**src/rtl/traffic_light_controller_pkg.sv**
```systemverilog
// Shared light encoding, controller state type and light decode helpers
// for the two-road traffic light controller.
package traffic_light_controller_pkg;

   localparam logic [1:0] LIGHT_GREEN  = 2'b00;
   localparam logic [1:0] LIGHT_YELLOW = 2'b01;
   localparam logic [1:0] LIGHT_RED    = 2'b10;

   typedef enum logic [1:0] {
      S0 = 2'b00,  // A green,  B red
      S1 = 2'b01,  // A yellow, B red
      S2 = 2'b10,  // A red,    B green
      S3 = 2'b11   // A red,    B yellow
   } state_e;

   function automatic logic [1:0] light_a(input state_e s);
      case (s)
         S0:      light_a = LIGHT_GREEN;
         S1:      light_a = LIGHT_YELLOW;
         default: light_a = LIGHT_RED;
      endcase
   endfunction

   function automatic logic [1:0] light_b(input state_e s);
      case (s)
         S2:      light_b = LIGHT_GREEN;
         S3:      light_b = LIGHT_YELLOW;
         default: light_b = LIGHT_RED;
      endcase
   endfunction

endpackage

```
**src/rtl/tlc_phase_timer.sv**
```systemverilog
// Amber phase timer: clear/enable up-counter with a registered terminal-count
// flag that is high whenever the count equals TERM-1.
module tlc_phase_timer #(
   parameter int unsigned TW   = 3,
   parameter int unsigned TERM = 5
) (
   input  logic clk_i,
   input  logic rst_i,
   input  logic clr_i,
   input  logic en_i,
   output logic tc_o
);

   localparam logic [TW-1:0] LAST = TW'(TERM - 1);

   logic [TW-1:0] count_q, count_d;
   logic          tc_q;

   always_comb begin
      count_d = count_q;
      if (clr_i) begin
         count_d = '0;
      end else if (en_i) begin
         count_d = count_q + TW'(1);
      end
   end

   // Flag tracks the next count so it is aligned with count_q.
   always_ff @(posedge clk_i or posedge rst_i) begin
      if (rst_i) begin
         count_q <= '0;
         tc_q    <= (LAST == '0);
      end else begin
         count_q <= count_d;
         tc_q    <= (count_d == LAST);
      end
   end

   assign tc_o = tc_q;

endmodule

```
**src/rtl/traffic_light_controller.sv**
```systemverilog
// Moore traffic light controller for the Academic Ave / Bravado Blvd crossing:
// green holds while its sensor is active, hand-off goes through a timed amber.
module traffic_light_controller
   import traffic_light_controller_pkg::*;
#(
   parameter int unsigned YELLOW_CYCLES = 5,
   parameter int unsigned TW            = 3
) (
   input  logic       clk,
   input  logic       reset,
   input  logic       traffic_A,
   input  logic       traffic_B,
   output logic [1:0] LA,
   output logic [1:0] LB
);

   state_e     state_q, state_d;
   logic [1:0] la_q, lb_q;
   logic       timer_clr, timer_en, timer_tc;

   tlc_phase_timer #(
      .TW   (TW),
      .TERM (YELLOW_CYCLES)
   ) u_phase_timer (
      .clk_i (clk),
      .rst_i (reset),
      .clr_i (timer_clr),
      .en_i  (timer_en),
      .tc_o  (timer_tc)
   );

   // Timer counts only during amber and is cleared on leaving it, so it never wraps.
   always_comb begin
      state_d   = state_q;
      timer_clr = 1'b1;
      timer_en  = 1'b0;
      case (state_q)
         S0: if (!traffic_A) state_d = S1;
         S1: begin
            timer_clr = timer_tc;
            timer_en  = 1'b1;
            if (timer_tc) state_d = S2;
         end
         S2: if (!traffic_B) state_d = S3;
         S3: begin
            timer_clr = timer_tc;
            timer_en  = 1'b1;
            if (timer_tc) state_d = S0;
         end
         default: state_d = S0;
      endcase
   end

   // Lights are registered alongside the state so they always equal its decode.
   always_ff @(posedge clk or posedge reset) begin
      if (reset) begin
         state_q <= S0;
         la_q    <= LIGHT_GREEN;
         lb_q    <= LIGHT_RED;
      end else begin
         state_q <= state_d;
         la_q    <= light_a(state_d);
         lb_q    <= light_b(state_d);
      end
   end

   assign LA = la_q;
   assign LB = lb_q;

endmodule

```
**config.mk**
```make
export PLATFORM = sky130hd
export DESIGN_NAME = traffic_light_controller
export DESIGN_NICKNAME = d
export VERILOG_FILES = /design/src/rtl/traffic_light_controller_pkg.sv /design/src/rtl/tlc_phase_timer.sv /design/src/rtl/traffic_light_controller.sv
export SDC_FILE = /design/constraint.sdc
export NUM_CORES = 1
export LEC_CHECK = 0
export BUFFER_PORTS_ARGS = -buffer_cell sky130_fd_sc_hd__buf_2
export CAP_MARGIN = 20
export CORE_AREA = 2 2 39 41
export CTS_CLUSTER_SIZE = 10
export DETAILED_ROUTE_END_ITERATION = 12
export DIE_AREA = 0 0 41 43
export SYNTH_ARGS = -nofsm -noshare
export SYNTH_HDL_FRONTEND = slang
export SYNTH_SLANG_ARGS = --single-unit
export TNS_END_PERCENT = 5
```
**constraint.sdc**
```tcl
create_clock -name clk -period 2.3 [get_ports clk]
set_clock_uncertainty 0.15 [all_clocks]
set_input_delay 0.23 -clock clk [delete_from_list [all_inputs] [get_ports clk]]
set_output_delay 0.23 -clock clk [all_outputs]
set_load 0.05 [all_outputs]
```
# Word-level counts from Yosys, hierarchy flattened
# Cells that the tools add are included.
# totals
mem_bits_rw	0
n_memories	0
inputBits	4
regBits	10
latchBits	0
output_inout_bits	4
rom_bits	0
# classes
n_reduce_logical	3
n_mul	0
add_sub_neg	1
n_div	0
shifts	0
n_bitwise	0
eq_ne	7
n_mux	11
order_cmp	0
# op_table
op	count
2-bit == test, second input constant	4
2-bit two-way mux	4
2-bit one-hot mux with 2 select lines	2
2-bit one-hot mux with 4 select lines	1
3-bit two-way mux	2
2-bit by 1-bit == test with 1-bit output, second input constant	2
2-bit logical NOT	2
3-bit by 1-bit adder with 3-bit output, second input constant	1
3-bit == test, second input constant	1
1-bit two-way mux	2
2-bit OR reduction	1

# Longest topological paths before layout
# Gate-level depths: netlist of run 1.
# logic_depth
word_depth	6
mapped_depth	3

# Hierarchy
# From an unflattened synthesis of run 1, not the netlist that was laid out.
# hier_totals
hier_cells	32
area_unflattened_um2	396.6
# by_module_without_submodules
module	n_inst	area_per_inst_um2	cells_each	seq_area_each_um2
traffic_light_controller	1	220.2	18	126.4
tlc_phase_timer	1	176.4	14	100.1

# Least setup slack after synthesis of run 1
# OpenSTA, ideal clock, no wires.
# synth_timing
path_type	reg-to-reg
from	register u_phase_timer.count_q[0]
to	register u_phase_timer.tc_q (netlist: u_phase_timer.tc_o)
slack_ps	1122
required_ps	2055
period_less_slack_ps	1178
stages_incl_launch_ff	4
arrival_time_ps	933
setup_ps	95
path_cell_list	dfrtp_1 > ha_1 > xnor2_1 > nor4b_2
# synth_via
elab_chain_cells	4
# synth_lines
element	line_no	source
from (decl)	tlc_phase_timer.sv:16	logic [TW-1:0] count_q, count_d;
from (signal assigned)	tlc_phase_timer.sv:34	count_q <= count_d;
3-bit by 1-bit adder with 3-bit output	tlc_phase_timer.sv:24	count_d = count_q + TW'(1);
3-bit two-way mux (*)	tlc_phase_timer.sv:23	end else if (en_i) begin
3-bit two-way mux (*)	tlc_phase_timer.sv:21	if (clr_i) begin
3-bit == test (*)	tlc_phase_timer.sv:35	tc_q <= (count_d == LAST);
to (signal assigned)	tlc_phase_timer.sv:32	tc_q <= (LAST == '0);
to (signal assigned)	tlc_phase_timer.sv:35	
to (decl)	tlc_phase_timer.sv:17	logic tc_q;
# Every way passes the cells marked *; elsewhere a longest branch is shown, timed or not.

# Worst setup path in the final report of run 1
# layout_timing
from	register la_q[1] (netlist: LA[1])
to	output LA[1]
# layout_rtl
element	line_no	source
from (decl)	traffic_light_controller.sv:18	logic [1:0] la_q, lb_q;
from (signal assigned)	traffic_light_controller.sv:62	la_q <= light_a(state_d);
to (decl)	traffic_light_controller.sv:13	output logic [1:0] LA,
# No word-level cell between the ends.

==> results of run 1 <==
[cell usage in the layout (no fill, tap or decap), types with 2 or more instances in the layout]
| master | count |
|---|---|
| buf_2 | 7 |
| dfrtp_1 | 8 |
| xnor2_1 | 2 |
| clkbuf_4 | 3 |
| inv_1 | 2 |
| nor2_1 | 3 |
[metrics by stage]
step / utilization (%) / hold WS, ps / instance area, µm²
2_1_floorplan: - / -92.80 / 365.4
3_3_place_gp: 29.84 / 51.68 / 412.9
3_5_place_dp: 29.84 / 59.77 / 412.9
4_1_cts: 32.46 / 122.0 / 449.2
5_1_grt: 32.46 / 127.6 / 449.2
6_report: 32.46 / 133.0 / 449.2
[synthesized netlist by cell type]
master and instances:
dfrtp_1 8, nor2_1 3, inv_1 2, xnor2_1 2, a211oi_1 1, and3_1 1, buf_4 1, dfstp_2 1
ha_1 1, mux2_4 1, nand2_1 1, nand2b_1 1, nand2b_2 1, nor2b_1 1, nor4b_2 1, o21ai_1 1
xor2_1 1
[worst min-delay path, stage by stage]
cell and delay, ps:
buf_2 90, mux2_4 140, o21ai_1 50
[flip-flops by register name, summed over array words and instances, names as in the netlist]
register and flops:
LB 2, u_phase_timer.tc_o 1, state_q 1, u_phase_timer.count_q 3, LA 2
[kinds of logic after synthesis]
kind of cell | count (synthesis) | synth area share [%]
buf+inv | 3 | 4.111
flops | 9 | 61.99
compound gates | 2 | 3.424
xor+xnor | 3 | 7.193
mux | 1 | 4.108
fa+ha+maj | 1 | 3.424
simple gates | 9 | 15.75
[metal layers]
| metal | up-vias | track usage, % |
|---|---|---|
| met3 | 0 | 7.853 |
| met2 | 11 | 11.25 |
| li1 | 111 | - |
| met5 | - | 0 |
| met4 | 0 | 0 |
| met1 | 104 | 10.07 |
[worst max-delay path by stage]
stage                                        start                  to  slack, ps  cells after the start
final                                        LA[1]               LA[1]        890                      1
after global routing                         LA[1]               LA[1]        840                      1
after CTS                                    LA[1]               LA[1]        870                      1
after detailed placement  u_phase_timer.count_q[0]  u_phase_timer.tc_o       1060                      3
after global placement    u_phase_timer.count_q[0]  u_phase_timer.tc_o       1070                      3
after floorplan           u_phase_timer.count_q[0]  u_phase_timer.tc_o       1120                      3
[layout make-up]
cell class / count / area [µm²]
fill: 145 / 934.6
sequential: 9 / 226.5
multi-input combinational: 16 / 123.9
timing repair buffer: 8 / 45.04
clock buffer: 4 / 26.28
tap: 16 / 20.02
inverter: 2 / 7.507
[what timing repair did]
item,CTS,global route
gates resized for setup,0,0
buffers inserted,0,0
hold buffers,1,0
endpoints found under the hold margin,8,0
==> out/metrics.yaml, run 1 <==
fin_cells: 55
hold_depth: 3
drtIter0Drc: 2
synth-seq-area-share_pct: 61.99
max-cap-violations: 0
cp_cell_sequence: "buf_2"
synthTopCellsByArea: "dfrtp_1 55%, dfstp_2 7.2%, xnor2_1 4.8%"
routed-wl-met2_um: 230
pre_cts_slack_ps: 1064
rsz0062_at_grt: "no"
root_buffer: "clkbuf_4"
port_buffers: 7
outcome: "finished clean"
initial_utilization_pct: 26.40
min_to: "state_q[0]"
cp-start-kind: "register"
setup_viol: 0
syn_area_um2: 365.4
finalCriticalPeriod_ps: 1410
syn_avg_cell_area_um2: 13.05
timing.reg2reg.setup_slack_ps: 1060
grt_pass1_wl_um: 924
route.detailed.drc: 0
synth-seq-cells: 9
area_delta_synth_final_pct: 22.95
crit_slowest_cell: "dfrtp_1"
drt-total-wl_um: 543
worst_slack_ps: 890.2
cts_max_level: 1
fp.dieH_um: 43
antenna_found_initial: 0
die_area_mm2: 0.001763
first_pass_iters: 2
grt_start_max_net_pins: 10
wl_per_cell_um: 9.873
cts.sink_count: 9
met1_length_um: 227
n_antenna_cell: 0
grt_pass1_vias: 231
rr_endpoint: "u_phase_timer.tc_o"
top_layer: "met3"
insertion_delay_ps: 250
hold_start: "traffic_A"
cp_slowest_stage_delay_ps: 460
timing.critical_path.max_delay_family: "flip-flops"
antenna_left: 0
grt_overflow_total: 0
slew_viol_final: 0
yosysWarnings: 0
ioPinCount: 8
cp_max_fo: 6
routed_via_density: 4.109
fp-row-count: 14
cp.arrival_ps: 1030
finalCritPeriodShare_pct: 61.29
path_clk_slew_ps: 60
relSlewSlack_pct: 77.06
syn_inst: 28
r2r_cells: 3
synth_cell_type_count: 17
drive_gt1_share_pct: 35.90
die_w_um: 41
clock_path_buffers: 2
wl_met3_um: 85
r2r-start: "u_phase_timer.count_q[0]"
yosysTopAreaCell: "dfrtp_1"
finalSetupTns_ps: 0
fmax_ghz: 0.7093
numPlacedInstances: 50
finalHoldViolCount: 0
cp.buffers_inverters: 1
cp-end-kind: "output pin"
crit_required_ps: 1920
grtUsageTotal_pct: 8.240
tightest_slew_ps: 343.6
num_vias: 226
design.core.area_mm2: 0.001384
critPathKind: "register to output pin"
cts_tree: "built"
numCtsBuffers: 3
min_path_type: "input port to register"
synth_top_area_share_pct: 54.79
synth_nets: 33
place_congestion: 0.5720
place_hpwl_um: 399.6
nNetsFinal: 45
Power of run 1 is left out: the tool's default activity adds up to more than one toggle a clock period on the data nets, which glitch-free logic cannot reach.
==> run 2, diff against run 1 <==
--- a/config.mk
+++ b/config.mk
@@ -5,6 +5,7 @@
 export SDC_FILE = /design/constraint.sdc
 export NUM_CORES = 1
 export LEC_CHECK = 0
+export ABC_AREA = 1
 export BUFFER_PORTS_ARGS = -buffer_cell sky130_fd_sc_hd__buf_2
 export CAP_MARGIN = 20
 export CORE_AREA = 2 2 39 41
==> constraint.sdc (replaced) <==
create_clock -name clk -period 1.45 [get_ports clk]
set_clock_uncertainty 0.15 [all_clocks]
set_input_delay 0.145 -clock clk [delete_from_list [all_inputs] [get_ports clk]]
set_output_delay 0.145 -clock clk [all_outputs]
set_load 0.05 [all_outputs]
==> run 2 against run 1 <==
Register-to-register slack worse by 720 ps. Largest cell class unchanged. Highest routed layer is now met4. Clock-buffer cell count stayed put. Global-route usage is 0.72 points higher. Sequential share of layout area shrank 1.9 points.
==> out/metrics.yaml, run 2 <==
place_congestion: 0.6576  # +15%
fmax_ghz: 0.7711
whs_ps: 25.95  # -107.0 ps
initial_utilization_pct: 27.67  # +1.3 points
async_flop_share_pct: 100.0  # unchanged
yosysWarnings: 0  # unchanged
synth_top_area_share_pct: 52.29  # -2.5 points
numCtsBuffers: 3  # unchanged
n_antenna_cell: 0  # unchanged
fp.dieH_um: 43  # unchanged
n_fill_cell: 143  # -1.4%
nNetsFinal: 58  # +29%
die_area_mm2: 0.001763  # unchanged
cp-start-kind: "register"
cp_cell_sequence: "buf_2"
synthTopCellsByArea: "dfrtp_1 52%, inv_1 9.8%, dfstp_2 6.9%"
synth-seq-cells: 9  # unchanged
syn_avg_cell_area_um2: 9.338  # -28%
rsz0062_at_grt: "no"
yosysMostFrequentCell: "inv_1"
fp-row-count: 14  # unchanged
finalCriticalPeriod_ps: 1297
grt_overflow_total: 0  # unchanged
tightest_slew_ps: 327.3  # -16.36 ps
cp.arrival_ps: 1000  # -30 ps
cts_max_level: 1  # unchanged
cp_max_fo: 1  # -5
final_common_cell: "inv_1"
num_vias: 280  # +24%
antenna_found_initial: 0  # unchanged
synthTopCellsByCount: "10 x inv_1, 8 x dfrtp_1, 6 x nand2_1, 4 x nor2_1, 3 x nand3_1"
wl_per_cell_um: 8.618  # -13%
ioPinCount: 8  # unchanged
max-cap-violations: 0  # unchanged
antenna_left: 0  # unchanged
leakage_nw: 0.2687
synth_nets: 46  # +39%
regMostFlops: "u_phase_timer.count_q"
port_buffers: 7  # unchanged
grtUsageTotal_pct: 8.961  # +0.72 points
drtIter0Drc: 1  # -1
outcome: "finished clean"
root_buffer: "clkbuf_4"
drive_gt1_share_pct: 30.77  # -5.1 points
synth_edf_count: 0  # unchanged
cts_tree: "built"
cp-end-kind: "output pin"
route.detailed.drc: 0  # unchanged
crit_slowest_cell: "dfstp_2"
timing.critical_path.max_delay_family: "flip-flops"
cp.buffers_inverters: 1  # unchanged
finalSetupTns_ps: 0  # unchanged
critPathKind: "register to output pin"
area_delta_synth_final_pct: 21.90
synth_ff_type: "dfrtp_1"
cellPowerDensity_mw_per_mm2: 2493
cp_slowest_stage_delay_ps: 510  # +50 ps
finalCritPeriodShare_pct: 89.44
min_path_type: "input port to register"
grt_pass1_vias: 258  # +12%
die_w_um: 41  # unchanged
cts_repair_resize_count: 0  # unchanged
insertion_delay_ps: 250  # about the same
finalHoldViolCount: 0  # unchanged
relSlewSlack_pct: 78.16  # +1.1 points
drt-total-wl_um: 586  # +7.9%
slew_viol_final: 0  # unchanged
syn_inst: 41  # +46%
cts_setup_buffers: 0  # unchanged
grt_start_max_net_pins: 10  # unchanged
path_clk_slew_ps: 50  # about the same
cts.sink_count: 9  # unchanged
crit_required_ps: 1150  # -770 ps
synth_cell_type_count: 14  # -3
synth-seq-area-share_pct: 59.15  # -2.8 points
setup_viol: 0  # unchanged
first_pass_iters: 4  # +2
vdd_drop_max_uv: 858.3
routed_via_density: 4.118  # +0.21%
clock_path_buffers: 2  # unchanged
syn_area_um2: 382.9  # +4.8%
layout_common_cells: "10 x inv_1, 8 x dfrtp_1, 7 x buf_2"
place_hpwl_um: 463.9  # +16%
grt_pass1_wl_um: 972  # +5.2%
yosysTopAreaCell: "dfrtp_1"
design.core.area_mm2: 0.001384  # unchanged
largest_register_ffs: 3  # unchanged
run 2: per-layer routing:
| metal | share of wire (%) | up-vias | global-route usage (%) | routed length, µm |
|---|---|---|---|---|
| li1 | - | 140 | - | - |
| met1 | 41 | 130 | 8.754 | 238 |
| met2 | 50 | 8 | 12.81 | 293 |
| met3 | 6.0 | 2 | 3.141 | 35 |
| met4 | 3.2 | 0 | 10.00 | 19 |
| met5 | 0 | - | 0 | 0 |
run 2: metrics by stage:
stage	total power (W)	cells	worst slack, ps	area [µm²]	util [%]
2_1_floorplan	0.0008913	41	416.4	382.9	-
4_1_cts	0.001183	68	136.2	466.7	33.73
5_1_grt	0.001259	68	118.9	466.7	33.73
3_5_place_dp	0.0009877	63	351.3	430.4	31.10
6_report	0.001164	68	153.1	466.7	33.73
3_3_place_gp	0.0009753	63	387.3	430.4	31.10
run 2: repair_timing:
action	in CTS	in global routing
endpoints found under the setup margin	0	0
hold endpoints to repair	9	0
hold buffers	1	0
run 2: final cells by class:
| type | instances | area (µm²) | area share [%] |
|---|---|---|---|
| flip-flops and latches | 9 | 226.5 | 48.53 |
| multi-input cells | 19 | 103.9 | 22.25 |
| repair buffers | 8 | 45.04 | 9.651 |
| inverters | 12 | 45.04 | 9.651 |
| clock buffers | 4 | 26.28 | 5.630 |
| well taps | 16 | 20.02 | 4.290 |
run 2: where the power goes:
group	switching (W)	internal (W)	leakage, nW	total, W
Combinational	0.000391	0.000150	0.144	0.000542
Clock	0.0000754	0.000105	0.0150	0.000181
Sequential	0.0000673	0.000374	0.110	0.000441
Total	0.000534	0.000630	0.269	0.00116
run 2: cell families (layout without fill, tap and decap cells):
| kind of cell | after synthesis | in the layout | share of synthesized area, % |
|---|---|---|---|
| and+or+nand+nor | 17 | 17 | 22.55 |
| AOI/OAI and AO/OA | 1 | 1 | 1.306 |
| buffers and inverters | 13 | 24 | 13.73 |
| adders and majority gates | 1 | 1 | 3.267 |
| DFF | 9 | 9 | 59.15 |
run 2: worst paths after layout:
kind | slack (ps) | end | cells after the start | startpoint
min | 30 | LB[0] | 3 | traffic_B
min reg2reg | 380 | u_phase_timer.count_q[0] | 3 | u_phase_timer.count_q[0]
max in group asynchronous | 620 | LB[1] | 3 | reset
min in group asynchronous | 230 | u_phase_timer.count_q[1] | 3 | reset
max reg2reg | 340 | u_phase_timer.tc_o | 5 | u_phase_timer.count_q[0]
max | 150 | LB[1] | 1 | LB[1]
No activity file was read; power rests on OpenSTA's default activity.
==> run 3, diff against run 2 <==
--- a/config.mk
+++ b/config.mk
@@ -14,5 +14,6 @@
 export DIE_AREA = 0 0 41 43
 export SYNTH_ARGS = -nofsm -noshare
 export SYNTH_HDL_FRONTEND = slang
+export SYNTH_HIERARCHICAL = 1
 export SYNTH_SLANG_ARGS = --single-unit
 export TNS_END_PERCENT = 5
==> run 3 against run 2 <==
Critical path depth did not move. Area after synthesis grew 11%. Sequential share of layout area shrank 5.3 points. Sequential power up 2%. Utilization increased by 4.2 points. Register-to-register slack worse by 110 ps. Largest cell class unchanged.
==> out/metrics.yaml, run 3 <==
outcome: "finished clean"
syn_avg_cell_area_um2: 8.366  # -10%
crit_slowest_cell: "dfstp_2"
drive_gt1_share_pct: 26.98  # -3.8 points
synth_nets: 56  # +22%
cts_max_level: 1  # unchanged
place_area_um2: 478.0  # +11%
cellPowerDensity_mw_per_mm2: 2459  # -1.4%
fp-row-count: 14  # unchanged
grtUsageTotal_pct: 10.37  # +1.4 points
synth-seq-area-share_pct: 53.08  # -6.1 points
antenna_left: 0  # unchanged
rr_endpoint: "u_phase_timer/tc_o"
root_buffer: "clkbuf_4"
top_usage_layer: "met2"
die_w_um: 41  # unchanged
synthTopCellsByCount: "14 x inv_1, 13 x nand2_1, 8 x dfrtp_1, 5 x nand3_1, 2 x nand3_2"
pwr-share-comb_pct: 50.6  # +4.0 points
timing.critical_path.max_delay_family: "flip-flops"
clock_path_buffers: 2  # unchanged
regMostFlops: "u_phase_timer/count_q"
slew_viol_final: 0  # unchanged
yosysWarnings: 6  # +6
leakage_nw: 0.3084  # +15%
fp.dieH_um: 43  # unchanged
cts_repair_resize_count: 0  # unchanged
yosysTopAreaCell: "dfrtp_1"
die_area_mm2: 0.001763  # unchanged
wl_per_cell_um: 8.468  # -1.7%
timing.reg2reg.setup_slack_ps: 230  # -110 ps
rsz0062_at_grt: "no"
synth_edf_count: 0  # unchanged
power.internal_w: 0.0006769  # +7.5%
antenna_found_initial: 0  # unchanged
grt_overflow_total: 0  # unchanged
syn_inst: 51  # +24%
cp_slowest_stage_delay_ps: 520  # about the same
path_clk_slew_ps: 60  # about the same
min_path_type: "input port to register"
fmax_ghz: 0.7597  # -1.5%
finalCriticalPeriod_ps: 1316  # +19.44 ps
grt_pass1_vias: 304  # +18%
cp.buffers_inverters: 1  # unchanged
finalSetupTns_ps: 0  # unchanged
grt_pass1_wl_um: 1159  # +19%
first_pass_iters: 4  # unchanged
tightest_slew_ps: 248.2  # -79.09 ps
cts_tree: "built"
pre_cts_slack_ps: 247.5  # -103.8 ps
largest_register_ffs: 3  # unchanged
grt_use_met1_pct: 11.04  # +2.3 points
nNetsFinal: 69  # +19%
cp-end-kind: "output pin"
power.switching_w: 0.0006123  # +15%
async_flop_share_pct: 100.0  # unchanged
synth-seq-cells: 9  # unchanged
crit_required_ps: 1150  # about the same
crit_start: "LB[1]"
area_delta_synth_final_pct: 22.87
seqPwrFrac_pct: 34.8  # -3.1 points
cp-endpoint: "LB[1]"
yosysMostFrequentCell: "inv_1"
num_vias: 323  # +15%
cp_max_fo: 1  # unchanged
layout_common_cells: "14 x inv_1, 13 x nand2_1, 8 x dfrtp_1"
vdd_drop_max_uv: 1043  # +22%
total_power_w: 0.001289  # +11%
synth_cell_type_count: 14  # unchanged
clock_power_share_pct: 14.5  # -1.0 points
r2r-start: "u_phase_timer/count_q[0]"
place_congestion: 0.7240  # +10%
numCtsBuffers: 3  # unchanged
finalCritPeriodShare_pct: 90.78  # +1.3 points
n_antenna_cell: 0  # unchanged
cts.sink_count: 9  # unchanged
grt_start_max_net_pins: 8  # -2
grt_util_met2_pct: 15.00  # +2.2 points
drtIter0Drc: 7  # +6
setup_viol: 0  # unchanged
hold_start: "traffic_A"
synth_ff_type: "dfrtp_1"
max-cap-violations: 0  # unchanged
crit_cells: 1  # unchanged
relSlewSlack_pct: 83.57  # +5.4 points
whs_ps: 46.58  # +20.63 ps
critPathKind: "register to output pin"
cp-start-kind: "register"
cp_cell_sequence: "buf_2"
design.core.area_mm2: 0.001384  # unchanged
insertion_delay_ps: 260  # about the same
ioPinCount: 8  # unchanged
synthTopCellsByArea: "dfrtp_1 47%, inv_1 12%, nand2_1 11%"
routed_via_density: 4.089  # -0.71%
initial_utilization_pct: 30.83  # +3.2 points
syn_area_um2: 426.7  # +11%
r2r_cells: 6  # +1
n_fill_cell: 150  # +4.9%
swShare_pct: 47.50  # +1.6 points
finalHoldViolCount: 0  # unchanged
port_buffers: 7  # unchanged
worst_slack_ps: 133.7  # -19.44 ps
place_hpwl_um: 558.5  # +20%
use_met3_pct: 9.424  # +6.3 points
final_common_cell: "inv_1"
cp.arrival_ps: 1020  # +20 ps
final_cell_area_um2: 524.3  # +12%
route.detailed.drc: 0  # unchanged
synth_top_area_share_pct: 46.92  # -5.4 points
drt-total-wl_um: 669  # +14%
[run 3: changes by cell type after synthesis, moves of 2 or more]
cell / previous run / this run
inv_1: 10 / 14
nand2_1: 6 / 13
nand3_1: 3 / 5
nor2_1: 4 / 1
[run 3: cells by family (layout without fill, tap and decap cells)]
family	Yosys count	after routing	synth area share [%]
buffers and inverters	17	29	15.83
DFF	9	9	53.08
AOI/OAI and AO/OA	2	2	3.813
and+or+nand+nor	22	22	24.34
adders and majority gates	1	1	2.932
[run 3: metrics by stage]
stage          utilization [%]  std cells
2_1_floorplan                -         51
6_report                 37.88         79
4_1_cts                  37.88         79
3_3_place_gp             34.54         73
3_5_place_dp             34.54         73
5_1_grt                  37.88         79
[run 3: how the worst min path moves through the flow]
stage	end	slack, ps	cells after the start
global route	LA[0]	70	4
global placement	u_phase_timer/count_q[0]	-100	2
finish	LA[0]	50	4
detailed placement	u_phase_timer/count_q[0]	-100	2
CTS	LA[0]	50	4
floorplan	u_phase_timer/count_q[0]	-240	1
[run 3: layer usage]
metal / vias to the layer above / share of wire, %
li1: 171 / -
met1: 143 / 39
met2: 9 / 53
met3: 0 / 8.1
met4: 0 / 0
met5: - / 0
[run 3: power groups by stage]
stage                     sequential (W)  clock [W]  combinational (W)
after global routing            0.000468   0.000214           0.000740
after floorplan                 0.000586          0           0.000405
after global placement          0.000449          0           0.000652
final                           0.000449   0.000187           0.000653
after CTS                       0.000449   0.000198           0.000667
after detailed placement        0.000452          0           0.000663
[run 3: what timing repair did]
action / 4_1_cts / 5_1_grt
hold endpoints to repair: 10 / 0
buffers inserted: 0 / 0
hold buffers: 2 / 0
[run 3: layout make-up]
cell class	instances	area, µm²	area share [%]
inverter	15	56.30	10.74
tap	16	20.02	3.819
sequential	9	226.5	43.20
clock buffer	4	26.28	5.012
timing repair buffer	10	62.56	11.93
multi-input combinational	25	132.6	25.30
